--- config.mk ---
export PLATFORM = sky130hd
export DESIGN_NAME = if_fetch_unit
export DESIGN_NICKNAME = d
export VERILOG_FILES = /design/src/rtl/if_fetch_unit.sv
export SDC_FILE = /design/constraint.sdc
export NUM_CORES = 1
export LEC_CHECK = 0
export CAP_MARGIN = 20
export CORE_ASPECT_RATIO = 1.1
export CORE_UTILIZATION = 55
export CTS_BUF_LIST = sky130_fd_sc_hd__clkbuf_8
export CTS_CLUSTER_SIZE = 20
export DETAILED_ROUTE_END_ITERATION = 8
export PLACE_DENSITY = 0.88
export SYNTH_ARGS = -nofsm -noshare
export SYNTH_HDL_FRONTEND = slang
export SYNTH_SLANG_ARGS = --single-unit
--- constraint.sdc ---
create_clock -name clk -period 4.4 [get_ports clk]
set_input_delay 0.66 -clock clk [delete_from_list [all_inputs] [get_ports clk]]
set_output_delay 0.66 -clock clk [all_outputs]
set_load 0.005 [all_outputs]
--- src/rtl/if_fetch_unit.sv ---
// Instruction fetch: owns the PC, fetches words over imem req/ack, presents them to decode via valid/ready.
// Redirect -> imem_req next cycle; ack -> d_valid next cycle; d_ready low holds the output and stops new fetches.
module if_fetch_unit #(
  parameter logic [31:0] RESET_PC = 32'h0000_3000
) (
  input  logic        clk,
  input  logic        reset,
  input  logic        redirect_valid,
  input  logic [31:0] redirect_pc,
  output logic        imem_req,
  output logic [31:0] imem_addr,
  input  logic        imem_ack,
  input  logic [31:0] imem_rdata,
  output logic        d_valid,
  input  logic        d_ready,
  output logic [31:0] d_pc,
  output logic [31:0] d_instr,
  output logic        d_adel
);

  typedef enum logic [1:0] {IDLE, BUSY, DISCARD, HALT} state_t;

  state_t      state_q, state_d;
  logic [31:0] pc_q, pc_d;
  logic [31:0] req_addr_q, req_addr_d;
  logic [31:0] next_pc;
  logic        xfer, out_free;
  logic        out_load, out_adel;
  logic [31:0] out_pc, out_instr;

  assign xfer      = d_valid && d_ready;
  assign out_free  = redirect_valid || !d_valid || d_ready;
  assign next_pc   = redirect_valid ? redirect_pc : pc_q;
  assign imem_req  = (state_q == BUSY) || (state_q == DISCARD);
  assign imem_addr = req_addr_q;

  always_comb begin
    state_d    = state_q;
    pc_d       = redirect_valid ? redirect_pc : pc_q;
    req_addr_d = req_addr_q;
    out_load   = 1'b0;
    out_pc     = 32'd0;
    out_instr  = 32'd0;
    out_adel   = 1'b0;
    case (state_q)
      IDLE: begin
        if (out_free) begin
          if (next_pc[1:0] != 2'b00) begin
            // Misaligned target becomes an exception entry instead of a fetch.
            out_load = 1'b1;
            out_pc   = next_pc;
            out_adel = 1'b1;
            state_d  = HALT;
          end else begin
            req_addr_d = next_pc;
            state_d    = BUSY;
          end
        end
      end
      BUSY: begin
        if (imem_ack) begin
          if (!redirect_valid) begin
            out_load  = 1'b1;
            out_pc    = req_addr_q;
            out_instr = imem_rdata;
            pc_d      = req_addr_q + 32'd4;
            state_d   = IDLE;
          end else if (redirect_pc[1:0] == 2'b00) begin
            // Request slot is free this cycle: reissue at the target with no idle gap.
            req_addr_d = redirect_pc;
          end else begin
            state_d = IDLE;
          end
        end else if (redirect_valid) begin
          state_d = DISCARD;
        end
      end
      DISCARD: begin
        if (imem_ack) state_d = IDLE;
      end
      HALT: begin
        if (redirect_valid) state_d = IDLE;
      end
      default: state_d = IDLE;
    endcase
  end

  always_ff @(posedge clk or negedge reset) begin
    if (!reset) begin
      state_q    <= IDLE;
      pc_q       <= RESET_PC;
      req_addr_q <= RESET_PC;
    end else begin
      state_q    <= state_d;
      pc_q       <= pc_d;
      req_addr_q <= req_addr_d;
    end
  end

  // A load only happens when the output is free, so it safely overrides flush/consume.
  always_ff @(posedge clk or negedge reset) begin
    if (!reset) begin
      d_valid <= 1'b0;
      d_pc    <= 32'd0;
      d_instr <= 32'd0;
      d_adel  <= 1'b0;
    end else if (out_load) begin
      d_valid <= 1'b1;
      d_pc    <= out_pc;
      d_instr <= out_instr;
      d_adel  <= out_adel;
    end else begin
      if (redirect_valid || xfer) d_valid <= 1'b0;
      if (redirect_valid)         d_adel  <= 1'b0;
    end
  end

endmodule
Yosys cells after proc, flatten, opt, wreduce, memory -nomap -nowiden --
Index checks and enable logic that the tools add are counted. Widths: inputs -> output; s select.
Operators by class: add/subtract/negate cells 1, eq/ne operators 12, mux-type cells 37, reduce and logical (&&, ||, !) cells 14
Operator list (number):
- $mux 32 | 16
- $pmux 32 s2 | 2
- $add 32x3->32 const B | 1
- $mux 2 | 8
- $ne 2x2->1 const B | 6
- $mux 1 | 9
- $pmux 2 s4 | 1
- $reduce_bool 2->1 | 4
- $reduce_and 6->1 | 1
- $reduce_and 5->1 | 1
- $eq 2x2->1 const B | 2
- $logic_not 2->1 | 2
- $logic_or 1x1->1 | 4
- $ne 4x4->1 const B | 1
- $ne 3x3->1 const B | 1
- $eq 2x1->1 const B | 1
- $ne 2x1->1 const B | 1
- $pmux 1 s2 | 1
- $logic_and 1x1->1 | 1
- $logic_not 1->1 | 1
Word-level totals: bits in registers 132, input bits 69, output and inout bits 99, logic and storage cells 71

Longest topological paths before layout --
Gate-level depths: netlist of run 1.
depth after elaboration 6, mapped depth 10, gate-level depth less buffers 7

Worst setup path after synthesis of run 1 --
No wires, ideal clock.
kind input to register, from in redirect_valid, to reg pc_q[17], library setup time 0.079 ns, arrival time 2.156 ns, data required time 4.321 ns, path slack 2.165 ns, stages on the path 7, cell sequence buf_2 -> nand3b_1 -> or4_1 -> clkbuf_1 -> nor4_1 -> mux2_2 -> mux2i_1
On the way: word-level cells in the longest chain between the ends 4
Ends and longest elaborated chain:
- start, declared | RTL line 8 | input logic redirect_valid,
- $mux 32 | RTL line 39 | pc_d = redirect_valid ? redirect_pc : pc_q;
- $mux 32 | RTL line 62 | if (!redirect_valid) begin
- $mux 32 | RTL line 61 | if (imem_ack) begin
- $mux 32 * | RTL line 45 | case (state_q)
- via pc_d[17] | RTL line 24 | logic [31:0] pc_q, pc_d;
- end signal, assigned | RTL line 95 | pc_q <= pc_d;
- end, declared | RTL line 24
Mark *: on every way through the listed nets, which the timed path passes. The rest lies on a longest branch. A chain may end at the register's enable or synchronous reset.

Worst setup path in the final report of run 1 --
from reg state_q[1], to reg d_pc[29]
On the way: word-level cells in the longest chain between the ends 2
Ends and longest elaborated chain:
- start, declared | RTL line 23 | state_t state_q, state_d;
- start signal, assigned | RTL line 94 | state_q <= state_d;
- $eq 2x1->1 or $logic_not 2->1 (tied branches) | RTL line 45
- $pmux 32 s2 or $pmux 1 s2 (tied branches) | RTL line 45
- end signal, assigned | RTL line 109 | d_pc <= out_pc;
- end, declared | RTL line 16 | output logic [31:0] d_pc,
Several ways; a longest one is shown, not always the timed one.

==> results of run 1 <==
[where the power goes]
| part | switching (mW) | total (mW) | internal (mW) |
|---|---|---|---|
| Sequential | 0.489 | 2.17 | 1.68 |
| Clock | 0.477 | 1.03 | 0.554 |
| Combinational | 1.06 | 2.27 | 1.21 |
| Total | 2.03 | 5.48 | 3.45 |
[flip-flops by register name, indices dropped and copies added (netlist names)]
| name | cells |
|---|---|
| d_adel | 1 |
| d_instr | 32 |
| d_pc | 32 |
| d_valid | 1 |
| imem_addr | 32 |
| pc_q | 32 |
| state_q | 2 |
[routing by layer]
layer / global-route usage / vias to the layer above / part of all wire
li1: - / 2918 / -
met1: 0.407 / 3172 / 0.37
met2: 0.545 / 442 / 0.50
met3: 0.0797 / 84 / 0.096
met4: 0.175 / 0 / 0.037
met5: 0 / - / 0
[kinds of logic after synthesis]
| logic type | Yosys count | share of synthesized area |
|---|---|---|
| simple gates | 271 | 0.182 |
| compound gates | 212 | 0.208 |
| flops | 132 | 0.493 |
| buf+inv | 70 | 0.0421 |
| mux | 39 | 0.0585 |
| xor+xnor | 5 | 0.00653 |
| fa+ha+maj | 5 | 0.00932 |
[critical path, cell delays in order, from the launching register on]
cell	delay (ns)
dfrtp_1	0.41
inv_1	0.10
ha_1	0.65
nand2_1	0.23
nor2_4	0.56
buf_4	0.52
nor2_1	0.12
buf_4	0.23
a221o_1	0.36
[cells in the mapped netlist (2+ instances only)]
library cell,number,area share
nand2_1,147,0.082
dfrtp_1,128,0.48
o21ai_0,90,0.067
clkbuf_1,40,0.022
nor2_1,40,0.022
mux2i_1,37,0.055
a21oi_1,23,0.017
a221o_1,21,0.031
nand3_1,19,0.014
a22o_1,15,0.020
inv_1,13,0.0073
o211ai_1,13,0.015
nor3_1,12,0.0090
buf_2,10,0.0075
a22oi_1,8,0.0090
or3_1,8,0.0075
nand2b_1,7,0.0065
a211oi_1,6,0.0067
and3_1,6,0.0056
buf_1,6,0.0034
nand4_1,6,0.0056
a21o_1,5,0.0056
ha_1,5,0.0093
a21boi_0,4,0.0045
and2_1,4,0.0037
and4_1,4,0.0052
dfstp_2,4,0.016
nand3b_1,4,0.0045
nor4_1,4,0.0037
a311o_1,3,0.0045
a311oi_1,3,0.0039
nor2b_1,3,0.0028
o21ai_1,3,0.0022
o22ai_1,3,0.0028
xnor2_1,3,0.0039
a211o_1,2,0.0026
a221oi_1,2,0.0026
a31oi_1,2,0.0019
mux2_2,2,0.0034
o311a_1,2,0.0030
xor2_1,2,0.0026
[final timing paths]
path | slack, ns | startpoint | cells past startpoint | to
max | 1.09 | state_q[1] | 8 | d_pc[29]
min | 0.38 | reset | 1 | d_valid
max reg2reg | 1.09 | state_q[1] | 8 | d_pc[29]
min reg2reg | 0.49 | d_pc[31] | 1 | d_pc[31]
max in group asynchronous | 3.02 | reset | 2 | d_pc[1]
min in group clk | 0.49 | d_pc[31] | 1 | d_pc[31]
[layout make-up]
class | count | area [um^2]
clock buffers | 21 | 289
fillers | 836 | 2850
inverters | 13 | 48.8
well taps | 150 | 188
clock inverters | 10 | 108
repair buffers | 181 | 1770
flip-flops and latches | 132 | 3310
multi-input cells | 532 | 3130
[stage by stage]
step           cells  instance area [um^2]
6_report        1039                  8840
5_1_grt         1039                  8840
4_1_cts         1039                  8840
3_5_place_dp    1008                  8450
3_3_place_gp    1008                  8450
2_1_floorplan    734                  6710
==> out/qor.txt, run 1 <==
Number of max-cap violations -> 0
Min-Delay Path Class -> primary input to async pin
Hold_ws -> 0.376 ns
Pre-antenna DRT Iters -> 5
Hold-fix buffers, CTS -> 0
Final worst-path cycle share -> 0.752
Vias in the first global route -> 6,539
Die span in y -> 118 um
Slew Limit Fails -> 0
Worst-path clk slew -> 0.08 ns
Clock sinks -> 132
Result of the run -> finished clean
Post-synth EDFFs -> 0
Area grow syn2layout -> 31.8%
Routed Antenna Nets -> 0
Syn Inst Count -> 734
Io pins -> 168
Fin util -> 0.756
DRT Wirelength -> 20.5 mm
NumNets Final -> 951
Most common cell after layout, fill and taps aside -> clkdlybuf4s50_1
Clock skew -> 0.00832 ns
Tot GR Track Use -> 0.334
Setup-failing EPs final -> 0
Fin crit period -> 3.31 ns
CTS H-tree lvls -> 4
Detailed Place HPWL -> 13.7 mm
RSZ-0062 raised after global routing -> false
Sequential share of the synthesized area -> 0.493
WL/cell -> 19.7 um
Total clock buffers created by CTS -> 17
Max FO, Critical Path -> 42
Iter 0 DRT Violations -> 679
Post-Route Setup TNS -> 0 ns
Final Hold Viols -> 0
CP endpoint kind -> flip-flop
Fmax -> 302 MHz
Ratio of cells with drive above 1 in the final layout -> 0.0641
Static leakage -> 3.73 nW
Drc violations -> 0
Largest net degree at the start of global routing -> 79
Via count -> 6,616
Die Area -> 0.0126 mm^2
TritonCTS clock tree -> built
Power Total -> 5.48 mW
PD cells -> 619 mW/mm^2
ANT cells -> 0
Count of input and output buffers -> 167
CP required -> 4.73 ns
CP startpoint kind -> flip-flop
Worst-Margin Slew -> 1.02 ns
Initial Utilization -> 0.574
Library cells used by synthesis -> 56
Slew headroom -> 0.318
Root Buffer -> clkbuf_8
FFs w/ async S/R, synth -> 1.00
Setup Buffers After CTS -> 0
Pre-CTS setup slack -> 1.15 ns
Die Wd -> 107 um
Vias/cell -> 6.37
Syn_nets -> 808
Worst-Skew Late Latency -> 0.44 ns
Setup CP Type -> flip-flop to flip-flop
Dominant synthesized flop cell -> dfrtp_1
Yosys reg bits -> 132
Average size of a mapped cell -> 9.14 um^2
GPL Wtd Cong -> 0.931
Initial antenna violation count -> 0
Slack of the critical path -> 1.09 ns
Core Area -> 0.0117 mm^2
CTS Buffer Depth -> 2
Max rail drop VDD -> 300 uV
CTS resizes -> 0
Site row count -> 41
Crit path DAT -> 3.63 ns
Global-route wire length before repair -> 32.7 mm
Synthesized area -> 0.00671 mm^2
Most frequent cells in the layout -> clkdlybuf4s50_1, nand2_1, dfrtp_1, o21ai_0, nor2_1
Syn. warnings -> 0
Grt total ovfl -> 0
(Power assumes the default switching activity.)
==> run 2: changes to the inputs <==
CORE_UTILIZATION = 46   (was 55)
PLACE_DENSITY = 0.78   (was 0.88)
clock period = 2.9 ns   (was 4.4 ns; I/O delays follow)
==> run 2 against run 1 <==
Against the previous run:
- global-route usage shrank 6.1 points
- register-to-register slack lost 0.49 ns
- wire length shrank 4.8%
- clock-buffer cell count grew 2
- setup slack lost 0.49 ns
- sequential power grew 50%
- non-clock buffer count grew 15
- critical path depth shrank 3
- core utilization shrank 11 points
- sequential share of layout area shrank 0.79 points
- critical path type unchanged
==> out/qor.txt, run 2 (same netlist as run 1, synthesis figures left out) <==
CP startpoint kind -> flip-flop
Number of max-cap violations -> 0
PD cells -> 915 mW/mm^2
Layout filler cell count -> 1,103
Fin crit period -> 2.30 ns
Die Area -> 0.0151 mm^2
Die span in y -> 129 um
Setup Buffers After CTS -> 0
Setup CP Type -> flip-flop to flip-flop
Tot GR Track Use -> 0.273
Worst-Margin Slew -> 1.08 ns
Io pins -> 168
Cell count of the worst reg-to-reg path -> 5
Routed Antenna Nets -> 0
Pre-antenna DRT Iters -> 5
Vias in the first global route -> 5,967
NumNets Final -> 966
Site row count -> 45
CP endpoint kind -> flip-flop
Worst-Skew Late Latency -> 0.45 ns
ANT cells -> 0
Die Wd -> 117 um
Static leakage -> 3.82 nW
WL/cell -> 17.8 um
R2R Path Start -> imem_addr[6]
Result of the run -> finished clean
Min-Delay Path Class -> flip-flop to flip-flop
Iter 0 DRT Violations -> 533
Final Hold Viols -> 0
TritonCTS clock tree -> built
Most frequent cells in the layout -> clkdlybuf4s50_1, nand2_1, dfrtp_1, o21ai_0
Max rail drop VDD -> 424 uV
Final worst-path cycle share -> 0.793
FF-to-FF setup slack -> 0.60 ns
Root Buffer -> clkbuf_8
Most common cell after layout, fill and taps aside -> clkdlybuf4s50_1
CP required -> 3.27 ns
Crit path DAT -> 2.67 ns
Largest net degree at the start of global routing -> 68
Count of input and output buffers -> 167
Initial Utilization -> 0.479
Core Area -> 0.0140 mm^2
Area grow syn2layout -> 34.6%
Via count -> 6,245
FF-to-FF End -> pc_q[17]
Slew Limit Fails -> 0
GPL Wtd Cong -> 0.924
Worst-path clk slew -> 0.08 ns
CTS resizes -> 0
Global-route wire length before repair -> 31.2 mm
Initial antenna violation count -> 0
Slew headroom -> 0.276
Worst Setup SP -> imem_addr[6]
Clock sinks -> 132
Setup-failing EPs final -> 0
Ratio of cells with drive above 1 in the final layout -> 0.0818
Detailed Place HPWL -> 13.5 mm
Clock skew -> 0.0111 ns
Fmax -> 435 MHz
Drc violations -> 0
Crit path to -> pc_q[17]
Fin util -> 0.644
Grt total ovfl -> 0
Max FO, Critical Path -> 9
Post-Route Setup TNS -> 0 ns
DRT Wirelength -> 19.5 mm
CTS Buffer Depth -> 2
Vias/cell -> 5.71
RSZ-0062 raised after global routing -> false
CTS H-tree lvls -> 4
Total clock buffers created by CTS -> 17
[run 2: changes by cell type in the layout (fill, tap and decap cells not counted), sizes merged]
cell | previous run | this run
buf | 16 | 30
clkinv | 2 | 4
dlygate4sd3 | 0 | 1
bufinv | 2 | 1
inv | 15 | 14
clkbuf | 21 | 23
clkinvlp | 4 | 3
[run 2: how the worst min path moves through the flow]
stage,cells past startpoint,to,slack [ns],startpoint
2_1_floorplan,0,d_adel,0.14,reset
3_3_place_gp,1,d_pc[31],0.46,d_pc[31]
3_5_place_dp,1,d_pc[28],0.46,d_pc[28]
4_1_cts,4,pc_q[7],0.47,redirect_valid
5_1_grt,1,d_pc[31],0.51,d_pc[31]
6_report,1,d_pc[28],0.48,d_pc[28]
[run 2: cell type report]
cell class	count	area [um^2]	area share
Timing Repair Buffer	196	1910	0.212
Sequential cell	132	3310	0.366
Clock inverter	9	76.3	0.00845
Multi-Input combinational cell	532	3140	0.347
Clock buffer	23	317	0.0350
Inverter	13	48.8	0.00540
Tap cell	188	235	0.0260
[run 2: what timing repair did]
action,in CTS,in global routing
setup endpoints to repair,0,0
hold buffers,1,0
hold endpoints to repair,34,0
[run 2: worst max-delay path, cell delays in order (launching register included)]
cell and delay, ns:
dfrtp_1 0.53, nand3_1 0.21, or4_1 0.67, nor4_1 0.31
mux2_2 0.38, mux2i_1 0.12
[run 2: per-stage QoR]
stage	hold slack [ns]	std cells	setup slack (ns)	area [um^2]	power, mW
after floorplan	0.139	734	0.818	6710	4.75
after global placement	0.463	1060	0.555	8630	6.68
after detailed placement	0.464	1060	0.508	8630	6.74
after CTS	0.468	1093	0.592	9030	8.30
after global routing	0.510	1093	0.439	9030	8.84
final	0.480	1093	0.600	9030	8.27
[run 2: layer usage]
layer | wire length, um | part of all wire | up-vias | global-route usage
met2 | 9290 | 0.48 | 262 | 0.421
li1 | - | - | 2956 | -
met3 | 1410 | 0.072 | 32 | 0.0650
met1 | 8350 | 0.43 | 2995 | 0.368
met5 | 0 | 0 | - | 0
met4 | 434 | 0.022 | 0 | 0.109
[run 2: report_power, final]
group	switching, mW	total [mW]	internal [mW]
Combinational	1.58	3.48	1.91
Sequential	0.703	3.26	2.55
Clock	0.720	1.53	0.805
Total	3.00	8.27	5.27
==> run 3: changes to the inputs <==
clock period = 2 ns   (was 2.9 ns; I/O delays follow)
==> run 3 against run 2 <==
Against the previous run:
- final cell count increased by 5.7%
- clock skew increased by 0.0023 ns
- wire length increased by 5.1%
- sequential share of layout area decreased by 2.8 points
- flip-flop and latch count unchanged
- core utilization increased by 5.3 points
- setup slack got worse by 0.54 ns
- die area unchanged
- global-route usage increased by 1.5 points
==> out/qor.txt, run 3 (same netlist as run 1, synthesis figures left out) <==
Min-Delay Path Class -> primary input to async pin
Area of the multi-input gates -> 0.00319 mm^2
Static leakage -> 4.27 nW
Vias in the first global route -> 6,428
Setup-failing EPs final -> 0
Iter 0 DRT Violations -> 478
Area grow syn2layout -> 45.8%
Result of the run -> finished clean
Non-filler instance count after layout -> 1,155
Final worst-path cycle share -> 0.970
Max FO, Critical Path -> 6
Slack of the critical path -> 0.0605 ns
CTS Buffer Depth -> 2
Pre-CTS setup slack -> -0.122 ns
Global-route wire length before repair -> 33.0 mm
Count of input and output buffers -> 167
NumNets Final -> 1,028
Finished layout cell area -> 0.00978 mm^2
Largest net degree at the start of global routing -> 83
Crit path DAT -> 1.64 ns
Clock skew -> 0.0134 ns
Drc violations -> 0
Via count -> 6,608
Slew headroom -> 0.578
Most frequent cells in the layout -> clkdlybuf4s50_1, nand2_1, dfrtp_1, o21ai_0, buf_4
Die Area -> 0.0151 mm^2
Routed Antenna Nets -> 0
Final Hold Viols -> 0
Fmax -> 516 MHz
Root Buffer -> clkbuf_8
Most common cell after layout, fill and taps aside -> clkdlybuf4s50_1
WL/cell -> 17.7 um
CP required -> 1.70 ns
Tot GR Track Use -> 0.288
Io pins -> 168
Site row count -> 45
Worst Setup SP -> imem_addr[12]
Placed Cells -> 1,120
Pre-antenna DRT Iters -> 7
Slew Limit Fails -> 0
Worst-path clk slew -> 0.08 ns
Placement Cell Area -> 0.00919 mm^2
FF-to-FF setup slack -> 0.07 ns
Fin crit period -> 1.94 ns
Total clock buffers created by CTS -> 17
TritonCTS clock tree -> built
Clock sinks -> 132
Worst-Skew Late Latency -> 0.46 ns
Setup CP Type -> flip-flop to output port
Die Wd -> 117 um
Detailed Place HPWL -> 14.2 mm
CP endpoint kind -> output port
GPL Wtd Cong -> 0.860
ANT cells -> 0
Number of max-cap violations -> 0
Die span in y -> 129 um
Initial antenna violation count -> 0
DRT Wirelength -> 20.5 mm
Initial Utilization -> 0.479
CP startpoint kind -> flip-flop
PD cells -> 1360 mW/mm^2
Layout filler cell count -> 1,059
R2R Path Start -> imem_addr[12]
Vias/cell -> 5.72
Max rail drop VDD -> 715 uV
Core Area -> 0.0140 mm^2
Cell count of the worst reg-to-reg path -> 5
CTS H-tree lvls -> 4
Sequential cell area -> 0.00331 mm^2
FF-to-FF End -> pc_q[17]
Ratio of cells with drive above 1 in the final layout -> 0.150
Grt total ovfl -> 0
Crit path to -> imem_addr[12]
RSZ-0062 raised after global routing -> false
Worst-Margin Slew -> 0.634 ns
## run 3: cell count changes in the layout (fill, tap and decap cells not counted), sizes merged
cell / before / now
buf: 30 / 92
bufinv: 1 / 7
clkbuf: 23 / 18
clkdlybuf4s50: 165 / 163
clkinv: 4 / 7
clkinvlp: 3 / 0
dlygate4sd2: 0 / 1
dlymetal6s2s: 0 / 1
inv: 14 / 13
## run 3: worst min-delay path by stage
stage	start	endpoint	slack, ns
2_1_floorplan	reset	d_adel	0.004
3_3_place_gp	reset	d_pc[7]	0.08
3_5_place_dp	reset	d_pc[7]	0.08
4_1_cts	reset	d_pc[7]	0.16
5_1_grt	reset	d_pc[7]	0.17
6_report	reset	d_pc[7]	0.18
## run 3: layer usage
layer | GRT usage | up-vias | wire length [um]
met5 | 0 | - | 0
met4 | 0.103 | 0 | 432
met3 | 0.0796 | 35 | 1740
met2 | 0.450 | 284 | 9770
met1 | 0.381 | 3219 | 8510
li1 | - | 3070 | -
## run 3: stage by stage
step | total power, mW | TNS, ns | utilization | hold slack, ns
after floorplan | 6.89 | -0.0632 | - | 0.00441
after global placement | 10.3 | -0.219 | 0.656 | 0.0817
after detailed placement | 10.4 | -2.11 | 0.656 | 0.0812
after CTS | 13.3 | 0 | 0.693 | 0.158
after global routing | 14.2 | 0 | 0.698 | 0.166
final | 13.3 | 0 | 0.698 | 0.178
## run 3: what timing repair did
action / CTS / global route
gates cloned: 0 / 0
pin swaps: 0 / 4
hold buffers: 1 / 0
gates resized for setup: 2 / 14
hold endpoints to repair: 128 / 0
endpoints found under the setup margin: 2 / 41
buffers inserted: 0 / 2
## run 3: worst max-delay path: stages, from the launching register on
cell             delay [ns]
dfstp_2                0.54
buf_4                  0.13
clkdlybuf4s50_1        0.51
## run 3: where the power goes
group | switching, mW | internal [mW] | total (mW)
clock | 1.10 | 1.76 | 2.86
sequential | 0.685 | 3.70 | 4.39
combinational | 2.79 | 3.30 | 6.09
total | 4.57 | 8.77 | 13.3
## run 3: area by class of cell
class,instances,area share
Clock buffer,18,0.0253
Clock inverter,14,0.0262
Inverter,13,0.00499
Multi-Input combinational cell,532,0.326
Sequential cell,132,0.338
Tap cell,188,0.0240
Timing Repair Buffer,258,0.255
